--- config.mk ---
export PLATFORM = sky130hd
export DESIGN_NAME = byte_dispenser_flat
export DESIGN_NICKNAME = d
export VERILOG_FILES = /design/src/rtl/byte_dispenser_if.sv /design/src/rtl/byte_dispenser.sv /design/src/flat_wrapper.sv
export SDC_FILE = /design/constraint.sdc
export NUM_CORES = 1
export LEC_CHECK = 0
export ABC_AREA = 0
export CAP_MARGIN = 20
export CORE_UTILIZATION = 51
export CTS_CLUSTER_SIZE = 12
export DETAILED_ROUTE_END_ITERATION = 7
export GPL_TIMING_DRIVEN = 0
export PLACE_DENSITY_LB_ADDON = 0.08
export SKIP_CTS_REPAIR_TIMING = 1
export SLEW_MARGIN = 20
export SYNTH_ARGS = -nofsm -noshare
export SYNTH_HDL_FRONTEND = slang
export SYNTH_SLANG_ARGS = --single-unit
--- constraint.sdc ---
create_clock -name clk -period 2.4 [get_ports clk]
set_input_delay 0.24 -clock clk [delete_from_list [all_inputs] [get_ports clk]]
set_output_delay 0.24 -clock clk [all_outputs]
set_load 0.01 [all_outputs]
--- src/rtl/byte_dispenser_if.sv ---
// Load/stream bundle between a byte producer and the byte_dispenser.
// The master side issues loads and accepts the stream; the slave side is the dispenser.
interface byte_dispenser_if #(
    parameter int unsigned WIDTH = 8
);
    logic             load;
    logic [WIDTH-1:0] d0;
    logic [WIDTH-1:0] d1;
    logic [WIDTH-1:0] d2;
    logic             d0_valid;
    logic             d1_valid;
    logic             d2_valid;
    logic             ready;
    logic [WIDTH-1:0] value;
    logic             putFlag;
    logic             busy;
    logic             done;

    modport master (
        output load, d0, d1, d2, d0_valid, d1_valid, d2_valid, ready,
        input  value, putFlag, busy, done
    );

    modport slave (
        input  load, d0, d1, d2, d0_valid, d1_valid, d2_valid, ready,
        output value, putFlag, busy, done
    );
endinterface

--- src/rtl/byte_dispenser.sv ---
// Replays up to three captured bytes, valid ones only, onto a put/value stream,
// then holds putFlag low for MIN_GAP cycles so the consumer can publish.
module byte_dispenser #(
    parameter int unsigned WIDTH   = 8,
    parameter int unsigned MIN_GAP = 1
) (
    input logic             clk,
    input logic             reset_n,
    byte_dispenser_if.slave bus
);
    localparam int unsigned NB = 3;
    localparam int unsigned GW = (MIN_GAP > 1) ? $clog2(MIN_GAP) : 1;

    typedef enum logic [1:0] {IDLE, SEND, GAP} state_t;

    state_t                     state_q, state_n;
    logic [NB-1:0][WIDTH-1:0]   cap_q, cap_n;
    logic [NB-1:0]              pend_q, pend_n;
    logic [GW-1:0]              gap_q, gap_n;
    logic [WIDTH-1:0]           value_q, value_n;
    logic                       put_q, put_n;
    logic                       busy_q, busy_n;
    logic                       done_q, done_n;

    logic [NB-1:0][WIDTH-1:0]   din_c;
    logic [NB-1:0]              vin_c;
    logic [NB-1:0]              src_mask_c;
    logic [NB-1:0][WIDTH-1:0]   src_data_c;
    logic [NB-1:0]              first_c;
    logic [WIDTH-1:0]           first_data_c;

    assign din_c = {bus.d2, bus.d1, bus.d0};
    assign vin_c = {bus.d2_valid, bus.d1_valid, bus.d0_valid};

    // Lowest pending byte: taken from the inputs at load, from the capture afterwards
    always_comb begin
        src_mask_c   = (state_q == IDLE) ? vin_c : pend_q;
        src_data_c   = (state_q == IDLE) ? din_c : cap_q;
        first_c      = src_mask_c & (~src_mask_c + NB'(1));
        first_data_c = '0;
        for (int i = 0; i < NB; i++) begin
            if (first_c[i]) begin
                first_data_c = src_data_c[i];
            end
        end
    end

    always_comb begin
        state_n = state_q;
        cap_n   = cap_q;
        pend_n  = pend_q;
        gap_n   = gap_q;
        value_n = value_q;
        put_n   = put_q;
        busy_n  = busy_q;
        done_n  = 1'b0;
        case (state_q)
            IDLE: begin
                if (bus.load) begin
                    cap_n  = din_c;
                    busy_n = 1'b1;
                    if (vin_c == '0) begin
                        pend_n  = '0;
                        state_n = GAP;
                        done_n  = 1'b1;
                        gap_n   = GW'(MIN_GAP - 1);
                    end else begin
                        state_n = SEND;
                        pend_n  = vin_c & ~first_c;
                        value_n = first_data_c;
                        put_n   = 1'b1;
                    end
                end
            end
            SEND: begin
                // pend_q holds bytes still to offer after the one on value
                if (bus.ready) begin
                    if (pend_q != '0) begin
                        pend_n  = pend_q & ~first_c;
                        value_n = first_data_c;
                    end else begin
                        state_n = GAP;
                        put_n   = 1'b0;
                        value_n = '0;
                        done_n  = 1'b1;
                        gap_n   = GW'(MIN_GAP - 1);
                    end
                end
            end
            GAP: begin
                if (gap_q == '0) begin
                    state_n = IDLE;
                    busy_n  = 1'b0;
                end else begin
                    gap_n = gap_q - GW'(1);
                end
            end
            default: begin
                state_n = IDLE;
            end
        endcase
    end

    always_ff @(posedge clk or negedge reset_n) begin
        if (!reset_n) begin
            state_q <= IDLE;
            cap_q   <= '0;
            pend_q  <= '0;
            gap_q   <= '0;
            value_q <= '0;
            put_q   <= 1'b0;
            busy_q  <= 1'b0;
            done_q  <= 1'b0;
        end else begin
            state_q <= state_n;
            cap_q   <= cap_n;
            pend_q  <= pend_n;
            gap_q   <= gap_n;
            value_q <= value_n;
            put_q   <= put_n;
            busy_q  <= busy_n;
            done_q  <= done_n;
        end
    end

    assign bus.value   = value_q;
    assign bus.putFlag = put_q;
    assign bus.busy    = busy_q;
    assign bus.done    = done_q;
endmodule

--- src/flat_wrapper.sv ---
// flat-port wrapper written by rule: the top's interface ports become plain ports
module byte_dispenser_flat 
#(
    parameter int unsigned WIDTH   = 8,
    parameter int unsigned MIN_GAP = 1
)
  (clk, reset_n, bus_load, bus_d0, bus_d1, bus_d2, bus_d0_valid, bus_d1_valid, bus_d2_valid, bus_ready, bus_value, bus_putFlag, bus_busy, bus_done);
  byte_dispenser_if #(.WIDTH(WIDTH)) bus_i ();
  input logic clk;
  input logic reset_n;
  input wire logic [$bits(bus_i.load)-1:0] bus_load;
  input wire logic [$bits(bus_i.d0)-1:0] bus_d0;
  input wire logic [$bits(bus_i.d1)-1:0] bus_d1;
  input wire logic [$bits(bus_i.d2)-1:0] bus_d2;
  input wire logic [$bits(bus_i.d0_valid)-1:0] bus_d0_valid;
  input wire logic [$bits(bus_i.d1_valid)-1:0] bus_d1_valid;
  input wire logic [$bits(bus_i.d2_valid)-1:0] bus_d2_valid;
  input wire logic [$bits(bus_i.ready)-1:0] bus_ready;
  output wire logic [$bits(bus_i.value)-1:0] bus_value;
  output wire logic [$bits(bus_i.putFlag)-1:0] bus_putFlag;
  output wire logic [$bits(bus_i.busy)-1:0] bus_busy;
  output wire logic [$bits(bus_i.done)-1:0] bus_done;
  assign bus_i.load = bus_load;
  assign bus_i.d0 = bus_d0;
  assign bus_i.d1 = bus_d1;
  assign bus_i.d2 = bus_d2;
  assign bus_i.d0_valid = bus_d0_valid;
  assign bus_i.d1_valid = bus_d1_valid;
  assign bus_i.d2_valid = bus_d2_valid;
  assign bus_i.ready = bus_ready;
  assign bus_value = bus_i.value;
  assign bus_putFlag = bus_i.putFlag;
  assign bus_busy = bus_i.busy;
  assign bus_done = bus_i.done;
  byte_dispenser #(.WIDTH(WIDTH), .MIN_GAP(MIN_GAP)) u_core (.clk(clk), .reset_n(reset_n), .bus(bus_i));
endmodule
* Word-level counts from Yosys, hierarchy flattened
Cells that the tools add are included.
W data, S select, Z words.
** Storage, ports and cells
- Register bits :: 41
- Bits in latches :: 0
- RAM bits :: 0
- Bits in read-only memories :: 0
- Input bits :: 31
- Output and inout port bits :: 11
- Word-level logic and storage cells :: 77
- Memories kept :: 0
** Operators by class
- $add $sub $neg :: 2
- Multipliers :: 0
- Divide/modulo/power cells :: 0
- $lt $le $gt $ge :: 0
- Equality and inequality tests :: 9
- Shifts and indexed selects :: 0
- Muxes and demuxes :: 38
- Bitwise gates (word level) :: 5
- Reductions and logical operators :: 13
** Operator list (count)
- $mux W8 :: 7
- $mux W24 :: 1
- $pmux W8 S2 :: 1
- $mux W3 :: 5
- $mux W1 :: 13
- $ne A2 B2 Y1 const B :: 6
- $reduce_and A4 Y1 :: 3
- $mux W2 :: 5
- $reduce_and A5 Y1 :: 2
- $and A3 B3 Y3 :: 3
- $not A3 Y3 :: 2
- $pmux W1 S2 :: 3
- $pmux W2 S3 :: 1
- $pmux W3 S2 :: 1
- $reduce_bool A3 Y1 :: 2
- $reduce_bool A2 Y1 :: 2
- $add A3 B1 Y3 const B :: 1
- $logic_not A3 Y1 :: 1
- $pmux W1 S3 :: 1
- $reduce_and A3 Y1 :: 1
- $eq A2 B1 Y1 const B :: 1
- $eq A2 B2 Y1 const B :: 1
- $logic_not A2 Y1 :: 1
- $ne A2 B1 Y1 const B :: 1
- other kinds (2) :: 2

* Logic depth before layout (Yosys ltp)
Gate-level depths: netlist of run 1.
- Depth after elaboration :: 11
- Gate-level depth with buffers :: 7
- Mapped depth without buffers :: 4

* Worst setup path after synthesis of run 1
OpenSTA, ideal clock, no wires.
- Path type :: register to register
- Start point :: reg u_core.state_q[0]
- End point :: reg u_core.value_q[3], in the netlist u_core.bus.value[3]
- Library setup time :: 139 ps
- Arrival :: 1531 ps
- Required time :: 2261 ps
- Slack :: 731 ps
- Stages on the path, launching flop included :: 8
- Path buffers :: 3
- Period minus slack after synthesis :: 1669 ps
- Cell sequence :: dfrtp_1 > buf_6 > or3b_1 > buf_6 > o21a_1 > buf_6 > a22oi_2 > a22oi_2
** On the way
- Longest elaborated chain between the ends :: 11
- Elaborated cells between the ends (all ways) :: 20
- Those cells by class :: add/sub (1); eq/ne (4); mux (10); bitwise (2); reduce/logical (3)
** RTL lines
- start, declared :: RTL line byte_dispenser.sv:16 : state_t state_q, state_n;
- start signal, assigned :: RTL line byte_dispenser.sv:115 : state_q <= state_n;
- $logic_not A2 Y1 :: RTL line byte_dispenser.sv:37, byte_dispenser.sv:38, byte_dispenser.sv:57
- $mux W3 :: RTL line byte_dispenser.sv:37 : src_mask_c = (state_q == IDLE) ? vin_c : pend_q;
- $not A3 Y3 :: RTL line byte_dispenser.sv:39 : first_c = src_mask_c & (~src_mask_c + NB'(1));
- $add A3 B1 Y3 :: RTL line byte_dispenser.sv:39
- $and A3 B3 Y3 :: RTL line byte_dispenser.sv:39
- $mux W8 (3 in series) :: RTL line byte_dispenser.sv:42 : if (first_c[i]) begin
- $mux W8 (on tied branches) :: RTL line byte_dispenser.sv:78, byte_dispenser.sv:62
- $mux W8 (on tied branches) :: RTL line byte_dispenser.sv:77, byte_dispenser.sv:59
- $pmux W8 S2 :: RTL line byte_dispenser.sv:57 : case (state_q)
- end signal, assigned :: RTL line byte_dispenser.sv:119 : value_q <= value_n;
- end, declared :: RTL line byte_dispenser.sv:20 : logic [WIDTH-1:0] value_q, value_n;
Several ways; a longest one is shown, not always the timed one. The select of a mux whose other input is x is not followed.
A chain may end at the register's enable or synchronous reset.

* Final worst setup path of run 1
- Start point :: reg u_core.state_q[1]
- End point :: reg u_core.value_q[5], in the netlist u_core.bus.value[5]
The elaborated chain is that of the path after synthesis.

==> results.sh, run 1 <==
export IMPL_final_hold_viol_count=0
export IMPL_cp_required_ps=2620
export IMPL_reg2reg_from="u_core.state_q[1]"
export IMPL_die_area_sq_um=4337
export IMPL_grt_max_degree=27
export IMPL_power_density_nw_per_um2=1193
export IMPL_final_nets=263
export IMPL_max_freq_mhz=471.9
export IMPL_cts_buffers=5
export IMPL_p_switching_uw=1161
export IMPL_rsz0062_at_grt="false"
export IMPL_synth_flop_cell="dfrtp_1"
export IMPL_slowest_delay_ps=800
export IMPL_cp_cell_sequence="buf_2 -> nor2_1 -> mux2i_1 -> a211oi_1 -> o21ai_1"
export IMPL_postRouteAntennaNets=0
export IMPL_cts_sinks=40
export IMPL_worst_slew_pin_slew_ps=883.0
export IMPL_crit_start="u_core.state_q[1]"
export IMPL_yosysSeqAreaShare_pct=48.13
export IMPL_wl_microns=4844
export IMPL_path_clk_slew_ps=70
export IMPL_synth_distinct_cells=39
export IMPL_period_minus_slack_ps=2119
export IMPL_async_reset_ff_share_pct=100.0
export IMPL_synthToLayoutAreaGrowth_pct=27.56
export IMPL_p_clk_share_pct=13.0
export IMPL_finClkSkew_ps=3.710
export IMPL_dr_total_vias=1712
export IMPL_min_path_type="in2async"
export IMPL_grt_ovfl_total=0
export IMPL_critPathLaunchType="flop"
export IMPL_placed_cell_area_sq_um=2565
export IMPL_finalInstanceArea_sq_um=2653
export IMPL_grt_pass1_wl_microns=8107
export IMPL_drtIter0Drc=83
export IMPL_drv_slew=0
export IMPL_max_slew_margin_pct=39.45
export IMPL_core_sq_um=3771
export IMPL_critPathCaptureType="flop"
export IMPL_max_vdd_ir_drop_v=0.0006159
export IMPL_cts_tree="done"
export IMPL_cellInternalPower_uw=2004
export IMPL_clock_latency_ps=290
export IMPL_cts_htree_levels=2
export IMPL_gp_congestion=0.9441
export IMPL_grt_pass1_vias=1715
export IMPL_crit_buf_inv=1
export IMPL_diodes=0
export IMPL_setup_viol=0
export IMPL_yosys_warnings=0
export IMPL_cp_top_family="multiplexers"
export IMPL_cp_max_fo=10
export IMPL_slowest_stage="mux2i_1"
export IMPL_initial_core_util_pct=55.14
export IMPL_antenna_found_initial=0
export IMPL_die_w_microns=65.86
export IMPL_syn_area_sq_um=2079
export IMPL_arrival_ps=2340
export IMPL_cts_buffer_depth=2
export IMPL_syn_area_per_cell_sq_um=11.43
export IMPL_rows=22
export IMPL_synth_edf_count=0
export IMPL_leakagePower_uw=0.001059
export IMPL_combPwrFrac_pct=50.3
export IMPL_clockRootBuffer="clkbuf_8"
export IMPL_via_per_inst=6.114
export IMPL_hpwlAfterDp_microns=3530
export IMPL_synth_cells=182
export IMPL_die_h_microns=65.86
export IMPL_min_period_over_period_pct=88.30
export IMPL_swShare_pct=36.68
export IMPL_port_buffers=41
export IMPL_endpoint="u_core.bus.value[5]"
export IMPL_timing_rr_end="u_core.bus.value[5]"
export IMPL_ys_seq_elements=40
export IMPL_status="complete, no violations"
export IMPL_drv_cap=0
export IMPL_finalSetupTns_ps=0
export IMPL_syn_num_nets=213
export IMPL_worst_path_stages=5
export IMPL_reg2reg_slack_ps=280
export IMPL_path_class="reg2reg"
export IMPL_drive_above_1_share_pct=24.14
export IMPL_firstDrtPassIters=4
export IMPL_ios=42
export IMPL_reg2reg_depth=5
export IMPL_wl_per_cell_microns=17.30
export IMPL_drcViolationCount=0
export IMPL_track_usage_pct=25.64
export IMPL_seq_power_share_pct=36.7
==> per-layer routing <==
layer	GRT usage, %	wire [microns]	vias to the layer above
li1	-	-	782
met1	32.16	2168	872
met2	43.24	2359	48
met3	5.000	216	10
met4	10.05	100	0
met5	0	0	-
==> area by class of cell <==
type                            instances  area [sq um]
Fill cell                             264          1119
Sequential cell                        40          1001
Multi-Input combinational cell        127         979.7
Timing Repair Buffer                   43         435.4
Buffer                                 14         95.09
Clock buffer                            6         72.57
Tap cell                               48         60.06
Clock inverter                          1         5.005
Inverter                                1         3.754
==> worst register-to-register path: cells and delay by family, from the launching register on <==
| kind | cells | cell delay [ps] |
|---|---|---|
| AND/OR/NAND/NOR | 1 | 350 |
| AO/OA/AOI/OAI | 2 | 360 |
| multiplexers | 1 | 800 |
| flip-flops | 1 | 370 |
| buffers and inverters | 1 | 180 |
==> power by group through the flow <==
stage | combinational, uW | sequential [uW] | clock [uW]
after CTS | 1590 | 1160 | 423
after detailed placement | 1580 | 1170 | 0
final | 1590 | 1160 | 410
after global routing | 1730 | 1190 | 446
after global placement | 1540 | 1140 | 0
after floorplan | 1070 | 1160 | 0
==> cell usage after synthesis, types with 4 or more instances <==
master	count	area share (%)
a211oi_1	6	2.2
a21oi_1	5	1.2
buf_2	4	0.96
buf_6	5	2.7
dfrtp_1	40	48
mux2_2	31	17
nand2_1	16	2.9
nor2_1	7	1.3
o211ai_1	7	2.5
o21ai_0	8	1.9
o21ai_1	7	1.7
o221ai_1	7	2.9
==> state kept, by name (all words and copies together), names as in the netlist <==
signal              flops
u_core.state_q          2
u_core.bus.putFlag      1
u_core.bus.busy         1
u_core.cap_q           24
u_core.pend_q           3
u_core.bus.done         1
u_core.bus.value        8
==> kinds of logic (layout without fill, tap and decap cells) <==
| family | after synthesis | after routing | share of synthesized area, % |
|---|---|---|---|
| buffers and inverters | 15 | 65 | 4.753 |
| multiplexers | 33 | 33 | 17.99 |
| AND/OR/NAND/NOR | 39 | 39 | 9.447 |
| AO/OA/AOI/OAI | 55 | 55 | 19.67 |
| flip-flops | 40 | 40 | 48.13 |
==> worst min-delay path by stage <==
stage / endpoint / slack, ps / depth (start not counted)
floorplan: u_core.bus.busy / -60 / 0
global placement: u_core.bus.value[2] / 470 / 2
detailed placement: u_core.bus.value[6] / 180 / 1
CTS: u_core.bus.value[6] / -140 / 1
global route: u_core.cap_q[22] / 430 / 2
finish: u_core.bus.value[6] / 390 / 2
==> per-stage QoR <==
step                      power [uW]  util [%]  setup WS, ps  std cells  hold WS [ps]
after floorplan                 2232         -         730.5        182        -55.59
after global placement          2683     67.62         188.0        271         465.7
after detailed placement        2751     68.02         149.1        272         179.4
after CTS                       3167     70.07         282.1        279        -136.1
after global routing            3366     70.34         157.0        280         432.2
final                           3165     70.34         280.7        280         390.5
==> placed cells by master (no fill, tap or decap), drive strengths merged <==
cell type	Yosys	routed
clkdlybuf4s50	0	40
dfrtp	40	40
mux2	32	32
nand2	16	16
o21ai	16	16
buf	11	13
clkbuf	3	9
o221ai	8	8
nor2	7	7
o211ai	7	7
a211oi	7	7
a21oi	5	5
a22oi	4	4
or3b	3	3
nor3	2	2
nor2b	2	2
or3	2	2
nand2b	2	2
o21bai	2	2
or2	2	2
a32oi	1	1
a31oi	1	1
inv	1	1
or4b	1	1
nand3b	1	1
o21a	1	1
o22ai	1	1
mux2i	1	1
and3	1	1
a311oi	1	1
o31ai	1	1
clkinv	0	1
dlygate4sd3	0	1
Note: power is estimated with default switching activity, not from simulation.
==> run 2: changes to the inputs <==
- CORE_MARGIN: default -> 8
==> results.sh, run 2 (same netlist as run 1, synthesis figures left out) <==
export IMPL_final_nets=263
export IMPL_clock_latency_ps=290
export IMPL_final_util_pct=67.52
export IMPL_cts_htree_levels=2
export IMPL_critPathLaunchType="flop"
export IMPL_max_slew_margin_pct=44.70
export IMPL_reg2reg_depth=5
export IMPL_critPathCaptureType="flop"
export IMPL_place_ws_ps=165.1
export IMPL_grt_max_degree=24
export IMPL_die_area_sq_um=6377
export IMPL_via_per_inst=5.844
export IMPL_firstDrtPassIters=5
export IMPL_cts_tree="done"
export IMPL_drive_above_1_share_pct=24.57
export IMPL_die_w_microns=79.86
export IMPL_drv_cap=0
export IMPL_max_freq_mhz=478.6
export IMPL_finClkSkew_ps=6.335
export IMPL_finalSetupTns_ps=0
export IMPL_status="complete, no violations"
export IMPL_setup_viol=0
export IMPL_swShare_pct=36.37
export IMPL_min_period_over_period_pct=87.06
export IMPL_slowest_delay_ps=740
export IMPL_core_sq_um=3971
export IMPL_initial_core_util_pct=52.36
export IMPL_wl_per_cell_microns=18.97
export IMPL_leakagePower_uw=0.001071
export IMPL_rows=23
export IMPL_diodes=0
export IMPL_final_cells=282
export IMPL_mostFrequentLayoutCells="40 x clkdlybuf4s50_1, 40 x dfrtp_1, 31 x mux2_2"
export IMPL_power_density_nw_per_um2=1209
export IMPL_rsz0062_at_grt="false"
export IMPL_cts_buffer_depth=2
export IMPL_drv_slew=0
export IMPL_cp_cell_sequence="buf_2 -> nor2_1 -> mux2i_1 -> o21bai_1 -> a21oi_1"
export IMPL_grt_ovfl_total=0
export IMPL_combPwrFrac_pct=49.5
export IMPL_path_class="reg2reg"
export IMPL_dr_total_vias=1648
export IMPL_cellInternalPower_uw=2063
export IMPL_cts_sinks=40
export IMPL_final_hold_viol_count=0
export IMPL_crit_buf_inv=1
export IMPL_wl_microns=5350
export IMPL_period_minus_slack_ps=2089
export IMPL_grt_pass1_vias=1703
export IMPL_track_usage_pct=17.55
export IMPL_min_path_type="in2async"
export IMPL_p_clk_share_pct=14.6
export IMPL_cp_top_family="multiplexers"
export IMPL_drtIter0Drc=106
export IMPL_worst_slew_pin_slew_ps=806.4
export IMPL_path_clk_slew_ps=70
export IMPL_multi_input_area_sq_um=979.7
export IMPL_cp_required_ps=2570
export IMPL_slowest_stage="mux2i_1"
export IMPL_cts_buffers=5
export IMPL_clockRootBuffer="clkbuf_8"
export IMPL_antenna_found_initial=0
export IMPL_cp_max_fo=10
export IMPL_dp_cells=274
export IMPL_fill_cells=304
export IMPL_setup_ws_ps=310.6
export IMPL_port_buffers=41
export IMPL_gp_congestion=0.9130
export IMPL_p_total_uw=3242
export IMPL_seq_power_share_pct=35.9
export IMPL_drcViolationCount=0
export IMPL_synthToLayoutAreaGrowth_pct=28.94
export IMPL_largest_register="u_core.cap_q"
export IMPL_p_switching_uw=1179
export IMPL_final_seq_area_sq_um=1001
export IMPL_ios=42
export IMPL_largest_register_ffs=24
export IMPL_worst_path_stages=5
export IMPL_max_vdd_ir_drop_v=0.0005113
export IMPL_arrival_ps=2250
export IMPL_grt_pass1_wl_microns=8597
export IMPL_postRouteAntennaNets=0
export IMPL_die_h_microns=79.86
export IMPL_hpwlAfterDp_microns=4012
## run 2: metrics by stage
step,hold WS (ps),cell area [sq um]
global placement,465.5,2552
floorplan,-55.59,2079
finish,428.0,2681
global route,482.6,2681
CTS,-99.80,2671
detailed placement,212.7,2575
## run 2: final cells by class
type                            instances  area share (%)
Buffer                                 14           3.546
Clock buffer                            7           3.593
Inverter                                1          0.1400
Multi-Input combinational cell        127           36.54
Sequential cell                        40           37.33
Tap cell                               50           2.333
Timing Repair Buffer                   43           16.52
## run 2: routing by layer
layer  up-vias  share of wire [%]  track usage [%]
met5         -                  0                0
met4         0                1.2            6.727
met3         6                6.2            5.180
met2        51                 48            27.14
met1       810                 44            22.51
li1        781                  -                -
## run 2: path summary, 6_finish.rpt
check / start / endpoint / slack [ps]
worst max-delay path: u_core.state_q[1] / u_core.pend_q[2] / 310
worst min-delay path: reset_n / u_core.cap_q[22] / 430
worst max register to register: u_core.state_q[1] / u_core.pend_q[2] / 310
worst min register to register: u_core.bus.value[4] / u_core.bus.value[4] / 490
max in group asynchronous: reset_n / u_core.pend_q[1] / 1500
min in group clk: u_core.bus.value[4] / u_core.bus.value[4] / 490
## run 2: power groups by stage
stage | registers, uW | clock network (uW) | logic, uW
2_1_floorplan | 1160 | 0 | 1070
3_3_place_gp | 1140 | 0 | 1540
3_5_place_dp | 1180 | 0 | 1600
4_1_cts | 1160 | 483 | 1600
5_1_grt | 1190 | 514 | 1740
6_report | 1160 | 472 | 1610
==> run 3: changes to the inputs <==
- ABC_AREA: 0 -> default
- CORE_UTILIZATION: 51 -> 40
==> results.sh, run 3 (same netlist as run 1, synthesis figures left out) <==
export IMPL_postRouteAntennaNets=0
export IMPL_leakagePower_uw=0.001099
export IMPL_critPathLaunchType="flop"
export IMPL_p_switching_uw=1190
export IMPL_final_nets=263
export IMPL_min_path_type="in2async"
export IMPL_place_ws_ps=175.8
export IMPL_die_h_microns=88.10
export IMPL_track_usage_pct=14.89
export IMPL_arrival_ps=2310
export IMPL_cts_buffers=5
export IMPL_critPathCaptureType="flop"
export IMPL_firstDrtPassIters=4
export IMPL_p_total_uw=3516
export IMPL_drcViolationCount=0
export IMPL_period_minus_slack_ps=2088
export IMPL_largest_register_ffs=24
export IMPL_finalInstanceArea_sq_um=2769
export IMPL_grt_max_degree=24
export IMPL_die_area_sq_um=7762
export IMPL_reg2reg_depth=5
export IMPL_cts_buffer_depth=2
export IMPL_rsz0062_at_grt="false"
export IMPL_die_w_microns=88.10
export IMPL_cts_htree_levels=2
export IMPL_rows=26
export IMPL_antenna_found_initial=0
export IMPL_cts_tree="done"
export IMPL_final_hold_viol_count=0
export IMPL_cellInternalPower_uw=2326
export IMPL_power_density_nw_per_um2=1270
export IMPL_ios=42
export IMPL_max_freq_mhz=478.9
export IMPL_clock_latency_ps=300
export IMPL_fill_cells=470
export IMPL_drv_slew=0
export IMPL_swShare_pct=33.84
export IMPL_setup_viol=0
export IMPL_drive_above_1_share_pct=24.89
export IMPL_diodes=0
export IMPL_initial_core_util_pct=40.98
export IMPL_seq_power_share_pct=32.9
export IMPL_gp_congestion=0.7917
export IMPL_cp_max_fo=10
export IMPL_min_period_over_period_pct=87.00
export IMPL_finalSetupTns_ps=0
export IMPL_via_per_inst=5.436
export IMPL_drv_cap=0
export IMPL_worst_slew_pin_slew_ps=847.5
export IMPL_drtIter0Drc=80
export IMPL_path_clk_slew_ps=90
export IMPL_status="complete, no violations"
export IMPL_path_class="reg2reg"
export IMPL_core_sq_um=5075
export IMPL_largest_register="u_core.cap_q"
export IMPL_cp_required_ps=2620
export IMPL_grt_ovfl_total=0
export IMPL_combPwrFrac_pct=45.3
export IMPL_wl_per_cell_microns=17.60
export IMPL_final_util_pct=54.56
export IMPL_cts_sinks=40
export IMPL_dr_total_vias=1647
export IMPL_hpwlAfterDp_microns=4059
export IMPL_port_buffers=41
export IMPL_clockRootBuffer="clkbuf_8"
export IMPL_mostFrequentLayoutCells="40 x clkdlybuf4s50_1, 40 x dfrtp_1, 31 x mux2_2"
export IMPL_grt_pass1_vias=1753
export IMPL_placed_cell_area_sq_um=2600
export IMPL_finClkSkew_ps=11.28
export IMPL_p_clk_share_pct=21.8
export IMPL_synthToLayoutAreaGrowth_pct=33.15
export IMPL_max_vdd_ir_drop_v=0.0004897
export IMPL_setup_ws_ps=312.1
export IMPL_grt_pass1_wl_microns=8894
export IMPL_wl_microns=5334
export IMPL_max_slew_margin_pct=41.88
[run 3: worst paths after layout]
check / start / to / slack (ps)
max: u_core.state_q[1] / u_core.bus.value[1] / 310
min: reset_n / u_core.bus.value[6] / 430
max reg2reg: u_core.state_q[1] / u_core.bus.value[1] / 310
min reg2reg: u_core.bus.value[1] / u_core.bus.value[1] / 490
max in group asynchronous: reset_n / u_core.pend_q[2] / 1490
min in group clk: u_core.bus.value[1] / u_core.bus.value[1] / 490
[run 3: power groups by stage]
stage,sequential (uW),combinational (uW),clock [uW]
6_report,1160,1590,766
4_1_cts,1150,1610,780
5_1_grt,1200,1730,813
3_5_place_dp,1170,1610,0
3_3_place_gp,1140,1570,0
2_1_floorplan,1160,1070,0
[run 3: critical path, cell delays in order (launching register included)]
cell and delay [ps]:
dfrtp_1 370, buf_2 170, nor2_1 350, mux2i_1 770
a211oi_1 180, o21ai_1 170
[run 3: cell type report]
cell class,count,area (sq um),area share [%]
clock inverter,3,90.09,3.253
inverter,1,3.754,0.1356
sequential,40,1001,36.15
timing repair buffer,43,442.9,16.00
tap,70,87.58,3.163
buffer,14,95.09,3.434
clock buffer,5,68.82,2.485
multi-input combinational,127,979.7,35.38
[run 3: per-layer routing]
layer	part of all wire (%)	routed length, microns	vias up	track usage, %
met5	0	0	-	0
met4	1.1	57	0	3.840
met1	44	2362	820	18.62
met3	5.6	301	5	4.221
met2	49	2613	38	24.49
li1	-	-	784	-
[run 3: metrics by stage]
stage | instances | hold WS, ps
after detailed placement | 294 | 216.4
final | 303 | 431.6
after global placement | 293 | 467.0
after global routing | 303 | 456.2
after CTS | 302 | -109.4
after floorplan | 182 | -55.59
